==> config.mk <==
export PLATFORM = sky130hd
export DESIGN_NAME = multicycle_ctrl
export DESIGN_NICKNAME = d
export VERILOG_FILES = /design/src/rtl/multicycle_ctrl.sv
export SDC_FILE = /design/constraint.sdc
export NUM_CORES = 1
export LEC_CHECK = 0
export BUFFER_PORTS_ARGS = -buffer_cell sky130_fd_sc_hd__buf_2
export CAP_MARGIN = 20
export CELL_PAD_IN_SITES_DETAIL_PLACEMENT = 2
export CELL_PAD_IN_SITES_GLOBAL_PLACEMENT = 2
export CORE_UTILIZATION = 33
export CTS_CLUSTER_DIAMETER = 80
export CTS_CLUSTER_SIZE = 28
export DETAILED_ROUTE_END_ITERATION = 12
export GPL_TIMING_DRIVEN = 0
export PLACE_DENSITY = 0.88
export SYNTH_ARGS = -nofsm -noshare
export SYNTH_HDL_FRONTEND = slang
export SYNTH_SLANG_ARGS = --single-unit
==> constraint.sdc <==
create_clock -name clk -period 3.9 [get_ports clk]
set_clock_uncertainty 0.1 [all_clocks]
set_input_delay 0.195 -clock clk [delete_from_list [all_inputs] [get_ports clk]]
set_output_delay 0.195 -clock clk [all_outputs]
set_load 0.01 [all_outputs]
==> src/rtl/multicycle_ctrl.sv <==
// Control FSM for the multicycle CPU: sequences fetch/decode/execute/writeback
// and drives every datapath enable, mux select and the memory handshake.
module multicycle_ctrl #(
  parameter int unsigned TIMEOUT = 15
) (
  input  logic       clk,
  input  logic       reset,
  input  logic [3:0] opcode,
  input  logic       zero,
  input  logic       mem_ack,
  output logic       pc_en,
  output logic [1:0] pc_src,
  output logic       ir_en,
  output logic       rf_we,
  output logic [1:0] wd_sel,
  output logic       zf_load,
  output logic       addr_sel,
  output logic       mem_req,
  output logic       mem_we,
  output logic       halted,
  output logic       err
);

  typedef enum logic [3:0] {
    S_FETCH,
    S_DECODE,
    S_EX_ALU,
    S_EX_LI,
    S_MEM_RD,
    S_MEM_WB,
    S_MEM_WR,
    S_BRANCH,
    S_HALT,
    S_ERR
  } state_t;

  localparam logic [7:0] LIM = 8'(TIMEOUT - 1);

  state_t     r_state;
  logic [7:0] r_cnt;
  logic       w_wait;
  logic       w_tmo;
  logic       w_br_take;

  assign w_wait = (r_state == S_FETCH) || (r_state == S_MEM_RD)
               || (r_state == S_MEM_WR);
  assign w_tmo  = (r_cnt == LIM) && !mem_ack;

  always_comb begin
    w_br_take = 1'b0;
    unique case (opcode)
      4'b0101: w_br_take = 1'b1;
      4'b0110: w_br_take = zero;
      4'b0111: w_br_take = ~zero;
      default: w_br_take = 1'b0;
    endcase
  end

  // Counter only runs while waiting; any other cycle or an ack clears it,
  // so it is always zero on entry to a wait state.
  always_ff @(posedge clk or posedge reset) begin
    if (reset) begin
      r_state <= S_FETCH;
      r_cnt   <= 8'd0;
    end else begin
      if (w_wait && !mem_ack)
        r_cnt <= r_cnt + 8'd1;
      else
        r_cnt <= 8'd0;
      unique case (r_state)
        S_FETCH: begin
          if (mem_ack)    r_state <= S_DECODE;
          else if (w_tmo) r_state <= S_ERR;
        end
        S_DECODE: begin
          unique case (opcode)
            4'b0000: r_state <= S_FETCH;
            4'b0001: r_state <= S_EX_ALU;
            4'b0010: r_state <= S_EX_LI;
            4'b0011: r_state <= S_MEM_RD;
            4'b0100: r_state <= S_MEM_WR;
            4'b0101,
            4'b0110,
            4'b0111: r_state <= S_BRANCH;
            4'b1111: r_state <= S_HALT;
            default: r_state <= S_ERR;
          endcase
        end
        S_EX_ALU,
        S_EX_LI,
        S_MEM_WB,
        S_BRANCH: r_state <= S_FETCH;
        S_MEM_RD: begin
          if (mem_ack)    r_state <= S_MEM_WB;
          else if (w_tmo) r_state <= S_ERR;
        end
        S_MEM_WR: begin
          if (mem_ack)    r_state <= S_FETCH;
          else if (w_tmo) r_state <= S_ERR;
        end
        S_HALT:  r_state <= S_HALT;
        S_ERR:   r_state <= S_ERR;
        default: r_state <= S_ERR;
      endcase
    end
  end

  // Outputs decode from state; reset forces them all low so no strobe leaks.
  always_comb begin
    pc_en    = 1'b0;
    pc_src   = 2'b00;
    ir_en    = 1'b0;
    rf_we    = 1'b0;
    wd_sel   = 2'b00;
    zf_load  = 1'b0;
    addr_sel = 1'b0;
    mem_req  = 1'b0;
    mem_we   = 1'b0;
    halted   = 1'b0;
    err      = 1'b0;
    if (!reset) begin
      unique case (r_state)
        S_FETCH: begin
          mem_req = 1'b1;
          ir_en   = mem_ack;
          pc_en   = mem_ack;
        end
        S_EX_ALU: begin
          rf_we   = 1'b1;
          zf_load = 1'b1;
        end
        S_EX_LI: begin
          rf_we  = 1'b1;
          wd_sel = 2'b01;
        end
        S_MEM_RD: begin
          mem_req  = 1'b1;
          addr_sel = 1'b1;
        end
        S_MEM_WB: begin
          rf_we  = 1'b1;
          wd_sel = 2'b10;
        end
        S_MEM_WR: begin
          mem_req  = 1'b1;
          mem_we   = 1'b1;
          addr_sel = 1'b1;
        end
        S_BRANCH: begin
          pc_src = 2'b01;
          pc_en  = w_br_take;
        end
        S_HALT: halted = 1'b1;
        S_ERR: begin
          halted = 1'b1;
          err    = 1'b1;
        end
        default: ;
      endcase
    end
  end

endmodule

# Word-level counts from Yosys, hierarchy flattened
# Memory sizes are Yosys's and may differ from the RTL's.
# Cells that the tools add are included.
# word_totals
out_inout_bits,13
rom_bits,64
in_bits,8
ff_bits,12
word_cells,58
mem_count,1
# mem_list
name,words,word_bits,read_ports,rd_clocked_by_memory_dff,wr,line,rtl
(name not given),16,4,1,0,0,76,unique case (opcode)
# classes
n_eq_ne,13
bitwise,1
n_reduce_logical,11
muxes,29
n_addsub,1
# ops
cell,count
$eq A4 B3 Y1 const B,7
$pmux W4 S6,1
$mux W1,19
$mux W4,4
$add A8 B1 Y8 const B,1
$eq A4 B2 Y1 const B,2
$eq A4 B4 Y1 const B,2
$eq A8 B4 Y1 const B,1
$mux W8,1
$reduce_or A3 Y1,2
$eq A4 B1 Y1 const B,1
$logic_not A4 Y1,1
$pmux W2 S2,1
$reduce_or A2 Y1,2
$reduce_or A4 Y1,1
$pmux W1 S3,1
$logic_and A1 B1 Y1,2
$logic_or A1 B1 Y1,2
$mux W2,1
$pmux W1 S2,1
$logic_not A1 Y1,1
$not A1 Y1,1

# Longest topological paths before layout
# Gate-level depths: netlist of run 1.
# logic_depth
word_depth,5
mapped_depth,4
depth_no_buf,4

# Worst setup path before layout of run 1
# OpenSTA, ideal clock, no wires.
# synth_timing
path_kind,register to output
from,register r_state[3]
to,output pc_en
stages_incl_launch_ff,4
n_path_buf,1
slack_ns,2.414
required_time_ns,3.605
arrival_ns,1.191
path_cell_list,dfrtp_1 > buf_2 > nor4_2 > a41o_1
# synth_via
elab_chain_len,3
elab_cells_between_ends,4
cone_classes,eq/ne (1); mux (2); reduce/logical (1)
# synth_rtl
element,line,rtl
"start, declared",39,state_t r_state;
"start signal, assigned",63,r_state <= S_FETCH;
"start signal, assigned",72,if (mem_ack) r_state <= S_DECODE;
"start signal, assigned",73,else if (w_tmo) r_state <= S_ERR;
$eq A4 B3 Y1 or $logic_not A4 Y1 (tied branches),122,unique case (r_state)
$pmux W1 S2 (*),122,
$mux W1 (*),121,if (!reset) begin
"end, declared",11,"output logic pc_en,"
# Mark *: on every way between the ends. The rest lies on a longest branch, timed or not.

# Worst setup path in the final report of run 1
# layout_timing
from,input reset
to,output pc_en
# layout_via
elab_chain_len,1
# layout_rtl
element,line,rtl
"start, declared",7,"input logic reset,"
$mux W1,121,
# Every way passes these cells.

==> results_dict.tcl, run 1 <==
set metrics [dict create \
    status "completed" \
    worstPathRequired_ns 3.61 \
    sequentialPowerShare_pct 46.3 \
    start_util_pct 34.65 \
    synth_nets 111 \
    power_density_nw_per_um2 276.7 \
    netlist.area_leader.share_pct 34.99 \
    tightest_slew_ns 0.5350 \
    yosysTopAreaCell "dfrtp_1" \
    fin_hold_ws_ns 0.1225 \
    drtIter0Drc 7 \
    cp_data_arrival_time_ns 1.75 \
    drc_errors 0 \
    pwr-share-clk_pct 34.8 \
    switching_share_pct 27.72 \
    grt_pass1_wl_mm 4.181 \
    cts_resized 0 \
    cts_htree_levels 1 \
    drive_gt1_share_pct 28.93 \
    cts_max_path_buffers 2 \
    combPwrFrac_pct 18.9 \
    cts_tree "yes" \
    relSlewSlack_pct 63.41 \
    synth_compound_area_share_pct 16.47 \
    max-vdd-ir-drop_mv 0.2154 \
    place_congestion 0.7404 \
    fin_util_pct 41.87 \
    setup_viol 0 \
    tns_ns 0 \
    clk_pin_slew_ns 0.07 \
    vias 815 \
    syn_avg_cell_area_um2 8.849 \
    setup.worst_path.start_class "primary input" \
    grt_max_degree 14 \
    cp-endpoint "pc_en" \
    r2r_end "r_state[2]" \
    synth_adder_area_share_pct 8.746 \
    overflow 0 \
    grtUsageTotal_pct 21.85 \
    hold_path_class "primary input to flop" \
    r2r_start "r_cnt[4]" \
    reg2reg_depth 3 \
    ant_nets 0 \
    leakagePower_uw 0.0005022 \
    wl_mm 2.499 \
    period_share_pct 52.41 \
    path_class "primary input to primary output" \
    internal_power_uw 207.5 \
    fin_crit_ns 2.044 \
    ys_top_cells_by_area "dfrtp_1 35%, ha_1 8.7%, and3_1 3.6%" \
    wl_per_cell_um 16.55 \
    port_buffers 19 \
    synthXorXnorAreaFrac_pct 3.061 \
    max_freq_mhz 489.2 \
    slew_viol_final 0 \
    cts_sinks 12 \
    maxCapViolations 0 \
    nNetsFinal 136 \
    min_from "opcode[3]" \
    async_flop_share_pct 100.0 \
    critPathLaunch "reset" \
    nFillCells 298 \
    ioPinCount 21 \
    die_x_um 53 \
    holdBufCountCts 1 \
    yosysWarnings 0 \
    synth_edf_count 0 \
    synth_ff_type "dfrtp_1" \
    die-area_um2 2809 \
    critPathCaptureType "primary output" \
    cts_setup_buffers 0 \
    grt_pass1_vias 864 \
    antenna_found_initial 0 \
    clk_latency_ns 0.28 \
    ys_seq_area_share_pct 34.99 \
    viasPerCell 5.397 \
    crit_fanout 5 \
    synth_top_family_by_area "simple AND/OR/NAND/NOR gates" \
    syn2layout_area_growth_pct 20.84 \
    synth_seq_cells 12 \
    final_cells 151 \
    diodes 0 \
    synth_area_um2 858.3 \
    synthMuxAreaShare_pct 0 \
    reg2reg_setup_slack_ns 2.34 \
    yosysUniqueCellTypes 40 \
    dp_hpwl_mm 1.989 \
    power.switching_uw 79.57 \
    synth_simple_gate_area_share_pct 30.47 \
    core-area_um2 2477 \
    clockRootBuffer "clkbuf_4" \
    dp_cells 146 \
    num_rows 18 \
    die_h_um 53 \
    syn_inst 97 \
    drtPass1Iterations 4 \
    cts_buffers 3 \
    rsz0062_at_grt "no" \
    hold_violations 0 \
]
layout by cell type, fill, tap and decap left out, types with 2 or more instances in the layout:
cell type	netlist	routed
o21ai_0	3	3
dfrtp_1	12	12
xor2_1	2	2
a22o_1	2	2
nand2_1	5	5
and2_1	3	3
nor4_1	2	2
a21oi_1	3	3
buf_2	4	23
nor2b_1	2	2
nor2_1	8	8
nor3_1	3	3
nand3_1	4	4
nand2b_1	3	3
inv_1	6	6
a211o_1	2	2
ha_1	6	6
clkbuf_4	0	3
and3_1	5	5
cells in the mapped netlist, types with 2 or more instances:
cell and number:
and2_1 3, a21oi_1 3, dfrtp_1 12, buf_2 4, a211o_1 2, o21ai_0 3
nor2b_1 2, ha_1 6, xor2_1 2, nor2_1 8, nor4_1 2, nor3_1 3
and3_1 5, nand3_1 4, inv_1 6, a22o_1 2, nand2_1 5, nand2b_1 3
per-layer routing:
layer | vias to the layer above | part of all wire, % | track usage [%]
met3 | 5 | 3.0 | 4.310
met1 | 402 | 42 | 25.49
met2 | 15 | 53 | 37.76
met4 | 0 | 1.9 | 10.53
met5 | - | 0 | 0
li1 | 393 | - | -
state kept, by name (all words and copies together) (netlist names):
register	cells
r_state	4
r_cnt	8
per-stage QoR:
step,area [um^2],worst slack (ns),total power [uW]
after floorplan,858.3,2.414,167.3
after global placement,991.0,2.351,185.7
after detailed placement,991.0,2.313,189.0
after CTS,1037,1.831,291.9
after global routing,1037,1.681,304.4
final,1037,1.856,287.0
worst max-delay path, cell delays in order:
cell and delay, ns:
dlygate4sd3_1 0.53, buf_2 0.16, nor3_1 0.39, and3_1 0.25, a41o_1 0.10, buf_2 0.12
power by group through the flow:
| stage | clock network, uW | registers [uW] | logic (uW) |
|---|---|---|---|
| floorplan | 0 | 134 | 32.8 |
| global placement | 0 | 135 | 50.7 |
| detailed placement | 0 | 135 | 53.9 |
| CTS | 104 | 133 | 54.9 |
| global route | 111 | 134 | 59.8 |
| finish | 99.9 | 133 | 54.3 |
how the worst min path moves through the flow:
stage                 end  slack [ns]  cells past startpoint
5_1_grt        r_state[3]        0.16                      3
3_5_place_dp     r_cnt[7]        0.19                      2
2_1_floorplan    r_cnt[0]       -0.04                      1
6_report       r_state[3]        0.12                      3
4_1_cts        r_state[3]        0.12                      3
3_3_place_gp   r_state[3]        0.18                      2
final cells by class:
cell class                 count  area, um^2  share of cell area [%]
timing repair buffer          20       105.1                   10.13
inverter                       6       22.52                   2.171
clock buffer                   4       36.28                   3.498
sequential                    12       300.3                   28.95
tap                           30       37.54                   3.619
multi-input combinational     74       508.0                   48.97
buffer                         5       27.53                   2.654
cells by family (layout without fill, tap and decap cells):
family	count (synthesis)	count (layout)
xor+xnor	3	3
simple gates	45	45
compound gates	19	19
buf+inv	11	35
other cells	1	1
fa+ha+maj	6	6
flops	12	12
Power figures use the tool's default switching activity.
==> inputs of run 2 (changes only) <==
--- a/config.mk
+++ b/config.mk
@@ -9,12 +9,12 @@
 export CAP_MARGIN = 20
 export CELL_PAD_IN_SITES_DETAIL_PLACEMENT = 2
 export CELL_PAD_IN_SITES_GLOBAL_PLACEMENT = 2
-export CORE_UTILIZATION = 33
+export CORE_UTILIZATION = 27
 export CTS_CLUSTER_DIAMETER = 80
 export CTS_CLUSTER_SIZE = 28
 export DETAILED_ROUTE_END_ITERATION = 12
 export GPL_TIMING_DRIVEN = 0
-export PLACE_DENSITY = 0.88
+export PLACE_DENSITY = 0.78
 export SYNTH_ARGS = -nofsm -noshare
 export SYNTH_HDL_FRONTEND = slang
 export SYNTH_SLANG_ARGS = --single-unit
==> constraint.sdc (replaced) <==
create_clock -name clk -period 1.8 [get_ports clk]
set_clock_uncertainty 0.1 [all_clocks]
set_input_delay 0.09 -clock clk [delete_from_list [all_inputs] [get_ports clk]]
set_output_delay 0.09 -clock clk [all_outputs]
set_load 0.01 [all_outputs]
==> run 2 against run 1 <==
Setup slack worse by 1.8 ns. Power up 120%. Final cell count up 9.3%. Critical endpoint is now err.
==> results_dict.tcl, run 2 (synthesized netlist as in run 1, its figures left out) <==
set metrics [dict create \
    grt_pass1_wl_mm 4.278 \
    antenna_found_initial 0 \
    pre_cts_ws_ns 0.2791 \
    place_congestion 0.7763 \
    reg.largest.list "r_cnt (8), r_state (4)" \
    drc_errors 0 \
    die_h_um 58.38 \
    max-vdd-ir-drop_mv 0.3109 \
    pwr-share-clk_pct 34.5 \
    clk_pin_slew_ns 0.08 \
    wl_mm 2.424 \
    nFillCells 342 \
    cts_setup_buffers 0 \
    final_cell_area_um2 1069 \
    slew_viol_final 0 \
    die-area_um2 3408 \
    maxCapViolations 0 \
    crit_fanout 10 \
    grt_max_degree 13 \
    viasPerCell 5.079 \
    tightest_slew_ns 0.5573 \
    relSlewSlack_pct 62.72 \
    power.switching_uw 169.7 \
    top_register "r_cnt" \
    syn2layout_area_growth_pct 24.49 \
    diodes 0 \
    fin_crit_ns 1.739 \
    cts_max_path_buffers 2 \
    cts_buffers 3 \
    largest_reg_flops 8 \
    final_cell_mix "23 x buf_2, 12 x dfrtp_1, 8 x nor2_1" \
    cts_tree "yes" \
    power_density_nw_per_um2 579.4 \
    start_util_pct 28.35 \
    num_rows 20 \
    critPathCaptureType "primary output" \
    fin_hold_ws_ns 0.04705 \
    status "completed" \
    clockRootBuffer "clkbuf_4" \
    dp_hpwl_mm 1.882 \
    clk_latency_ns 0.28 \
    cts_htree_levels 1 \
    final_cells 165 \
    p_total_uw 619.0 \
    period_share_pct 96.60 \
    combPwrFrac_pct 18.7 \
    switching_share_pct 27.41 \
    hold_violations 0 \
    die_x_um 58.38 \
    ioPinCount 21 \
    grt_pass1_vias 910 \
    port_buffers 19 \
    nNetsFinal 136 \
    overflow 0 \
    hold_path_class "primary input to flop" \
    path_class "flop to primary output" \
    placed_area_um2 1008 \
    setup.worst_path.start_class "flop" \
    sequentialPowerShare_pct 46.8 \
    drtPass1Iterations 4 \
    core-area_um2 3028 \
    cts_sinks 12 \
    leakagePower_uw 0.0005109 \
    setup_viol 0 \
    dp_cells 160 \
    max_freq_mhz 575.1 \
    internal_power_uw 449.4 \
    worstPathRequired_ns 1.61 \
    grtUsageTotal_pct 16.46 \
    worst_slack_ns 0.06121 \
    drive_gt1_share_pct 29.75 \
    ant_nets 0 \
    mostFrequentLayoutCell "buf_2" \
    wl_per_cell_um 14.69 \
    rsz0062_at_grt "yes" \
    vias 838 \
    drtIter0Drc 15 \
    cp_data_arrival_time_ns 1.55 \
]
run 2: path summary, 6_finish.rpt:
| path | startpoint | to | slack (ns) | cells after the start |
|---|---|---|---|---|
| worst max-delay path | r_state[2] | err | 0.06 | 5 |
| worst min-delay path | opcode[3] | r_state[3] | 0.05 | 3 |
| worst max register to register | r_cnt[4] | r_state[2] | 0.27 | 3 |
| worst min register to register | r_cnt[0] | r_cnt[0] | 0.43 | 1 |
| max in group asynchronous | reset | r_state[2] | 0.86 | 3 |
| min in group asynchronous | reset | r_state[3] | 0.37 | 3 |
run 2: layer usage:
layer / GRT usage [%] / wire, um
met1: 20.24 / 1078
met2: 28.57 / 1222
met3: 2.637 / 73
met4: 6.803 / 50
met5: 0 / 0
run 2: repair_timing:
item,in CTS,in global routing
endpoints found under the hold margin,12,0
hold buffers,1,0
setup endpoints to repair,0,4
resized for setup,0,2
run 2: per-stage QoR:
step                TNS (ns)  utilization (%)
floorplan                  0                -
global placement           0            33.31
detailed placement         0            33.31
CTS                        0            34.83
global route         -0.1073            35.29
finish                     0            35.29
run 2: power by group through the flow:
stage	Sequential, uW	Clock, uW	Combinational (uW)
2_1_floorplan	291	0	71.2
3_3_place_gp	293	0	111
3_5_place_dp	294	0	114
4_1_cts	289	226	116
5_1_grt	292	235	131
6_report	290	213	116
run 2: critical path, cell delays in order (launching register included):
cell     delay [ns]
dfrtp_1        0.37
buf_2          0.18
nor2_1         0.25
and3_1         0.23
and2_1         0.13
buf_2          0.12
run 2: final cells by class:
class                           instances  area (um^2)  share of cell area [%]
Timing Repair Buffer                   20        105.1                   9.836
Multi-Input combinational cell         74        521.8                   48.83
Buffer                                  5        27.53                   2.576
Sequential cell                        12        300.3                   28.10
Clock buffer                            4        36.28                   3.396
Tap cell                               44        55.05                   5.152
Inverter                                6        22.52                   2.108
==> inputs of run 3 (changes only) <==
==> config.mk (replaced) <==
export PLATFORM = sky130hd
export DESIGN_NAME = multicycle_ctrl
export DESIGN_NICKNAME = d
export VERILOG_FILES = /design/src/rtl/multicycle_ctrl.sv
export SDC_FILE = /design/constraint.sdc
export NUM_CORES = 1
export LEC_CHECK = 0
export ABC_CLOCK_PERIOD_IN_PS = 1800
export CAP_MARGIN = 20
export CELL_PAD_IN_SITES_DETAIL_PLACEMENT = 2
export CELL_PAD_IN_SITES_GLOBAL_PLACEMENT = 2
export CORE_UTILIZATION = 32
export CTS_CLUSTER_DIAMETER = 80
export CTS_CLUSTER_SIZE = 28
export DETAILED_ROUTE_END_ITERATION = 12
export DONT_BUFFER_PORTS = 1
export GPL_TIMING_DRIVEN = 0
export PLACE_DENSITY = 0.77
export SYNTH_ARGS = -nofsm -noshare
export SYNTH_HDL_FRONTEND = slang
export SYNTH_SLANG_ARGS = --single-unit
==> run 3 against run 2 <==
The run now ends with hold timing left. Clock power about the same. Global-route usage grew 3.1 points. Final cell count shrank 18%. Routed wire length decreased by 4.0%. Setup slack better by 0.040 ns. Count of clock-buffer cells in the layout unchanged. Critical path depth shrank 2. Die area shrank 15%. Flip-flop and latch count did not move. Cell area is 5.7% lower. Non-clock buffer count shrank 15. Critical endpoint is now pc_en. Largest cell class unchanged.
==> results_dict.tcl, run 3 (synthesized netlist as in run 1, its figures left out) <==
set metrics [dict create \
    cp_slowest_cell "dfrtp_1" \
    ant_nets 0 \
    multi_input_area_um2 524.3 \
    nNetsFinal 121 \
    reg2reg_depth 3 \
    drive_gt1_share_pct 17.92 \
    placed_area_um2 895.9 \
    crit_fanout 10 \
    cts_max_path_buffers 2 \
    maxCapViolations 0 \
    ioPinCount 21 \
    tightest_slew_ns 0.5312 \
    clockRootBuffer "clkbuf_4" \
    start_util_pct 34.33 \
    hold_depth 2 \
    reg.largest.list "r_cnt (8), r_state (4)" \
    largest_reg_flops 8 \
    final_cell_mix "12 x dfrtp_1, 7 x nor2_1, 6 x ha_1" \
    cp_data_arrival_time_ns 1.51 \
    internal_power_uw 450.2 \
    hold_path_end "r_state[3]" \
    slew_viol_final 0 \
    fin_crit_ns 1.699 \
    combPwrFrac_pct 17.3 \
    cts_buffers 3 \
    leakagePower_uw 0.0004317 \
    grt_pass1_wl_mm 4.022 \
    r2r_start "r_cnt[4]" \
    die_h_um 53.79 \
    cts_sinks 12 \
    pwr-share-clk_pct 35.3 \
    r2r_end "r_state[2]" \
    hold_violations 1 \
    violations "hold timing" \
    dp_cells 127 \
    clk_latency_ns 0.28 \
    place_congestion 0.7223 \
    worst_slack_ns 0.1013 \
    num_rows 18 \
    cp_cell_sequence "buf_2, nor4_4, a41o_1" \
    relSlewSlack_pct 63.67 \
    dp_hpwl_mm 1.623 \
    path_class "flop to primary output" \
    status "finished, violations left" \
    grt_pass1_vias 821 \
    syn2layout_area_growth_pct 17.35 \
    final_cell_area_um2 1007 \
    diodes 0 \
    setup_viol 0 \
    vias 768 \
    critPathCaptureType "primary output" \
    core-area_um2 2500 \
    fin_hold_ws_ns -0.001626 \
    period_share_pct 94.37 \
    port_buffers 0 \
    grt_max_degree 14 \
    power_density_nw_per_um2 607.4 \
    setup.worst_path.start_class "flop" \
    worstPathRequired_ns 1.61 \
    power.switching_uw 161.5 \
    cts_htree_levels 1 \
    regArea_um2 300.3 \
    final_cells 136 \
    mostFrequentLayoutCell "dfrtp_1" \
    tns_ns 0 \
    hold_path_class "primary input to flop" \
    clk_pin_slew_ns 0.07 \
    slowest_delay_ns 0.40 \
    nFillCells 297 \
    rsz0062_at_grt "no" \
    grtUsageTotal_pct 19.56 \
    die_x_um 53.79 \
    drtIter0Drc 5 \
    wl_mm 2.326 \
    antenna_found_initial 0 \
    drtPass1Iterations 4 \
    pre_cts_ws_ns 0.2762 \
    overflow 0 \
    top_register "r_cnt" \
    switching_share_pct 26.40 \
    cts_tree "yes" \
    min_from "mem_ack" \
    max_freq_mhz 588.7 \
    die-area_um2 2893 \
    drc_errors 0 \
    max-vdd-ir-drop_mv 0.4678 \
    viasPerCell 5.647 \
    wl_per_cell_um 17.10 \
    sequentialPowerShare_pct 47.4 \
    reg2reg_setup_slack_ns 0.31 \
]
[run 3: what timing repair did]
| item | in CTS | in global routing |
|---|---|---|
| endpoints found under the setup margin | 1 | 2 |
| hold buffers | 5 | 0 |
| endpoints found under the hold margin | 16 | 0 |
| pin swaps | 0 | 1 |
| setup buffers | 0 | 0 |
| gates resized for setup | 1 | 5 |
[run 3: layer usage]
metal	GRT usage, %	part of all wire (%)	vias up
met5	0	0	-
met4	3.947	0	0
met3	4.237	3.4	0
met2	33.33	50	14
met1	25.17	47	392
li1	-	-	362
[run 3: stage by stage]
stage / power (uW) / utilization (%)
detailed placement: 385.7 / 35.84
CTS: 619.1 / 39.64
finish: 611.8 / 40.29
global route: 652.1 / 40.29
global placement: 381.3 / 35.84
floorplan: 362.5 / -
[run 3: area by class of cell]
type	count	area share [%]
flip-flops and latches	12	29.81
well taps	30	3.727
plain buffers	5	3.230
multi-input cells	74	52.05
repair buffers	5	4.969
inverters	6	2.609
clock buffers	4	3.602
[run 3: power groups by stage]
stage,clock network (uW),registers [uW],logic [uW]
2_1_floorplan,0,291,71.2
3_3_place_gp,0,293,88.8
3_5_place_dp,0,293,92.3
4_1_cts,229,288,102
5_1_grt,240,292,120
6_report,216,290,106
[run 3: worst max path at each step]
stage                     from  endpoint  slack (ns)  depth (start not counted)
finish              r_state[3]     pc_en        0.10                          3
global route        r_state[0]     pc_en       0.006                          4
CTS                      reset       err        0.02                          4
detailed placement  r_state[2]     pc_en        0.28                          4
global placement    r_state[2]     pc_en        0.32                          4
floorplan           r_state[3]     pc_en        0.42                          3
[run 3: critical path, delay by kind of cell, from the launching register on]
family                 cells  cell delay, ns
flip-flops                 1            0.40
AO/OA/AOI/OAI              1            0.27
buffers and inverters      1            0.19
AND/OR/NAND/NOR            1            0.37
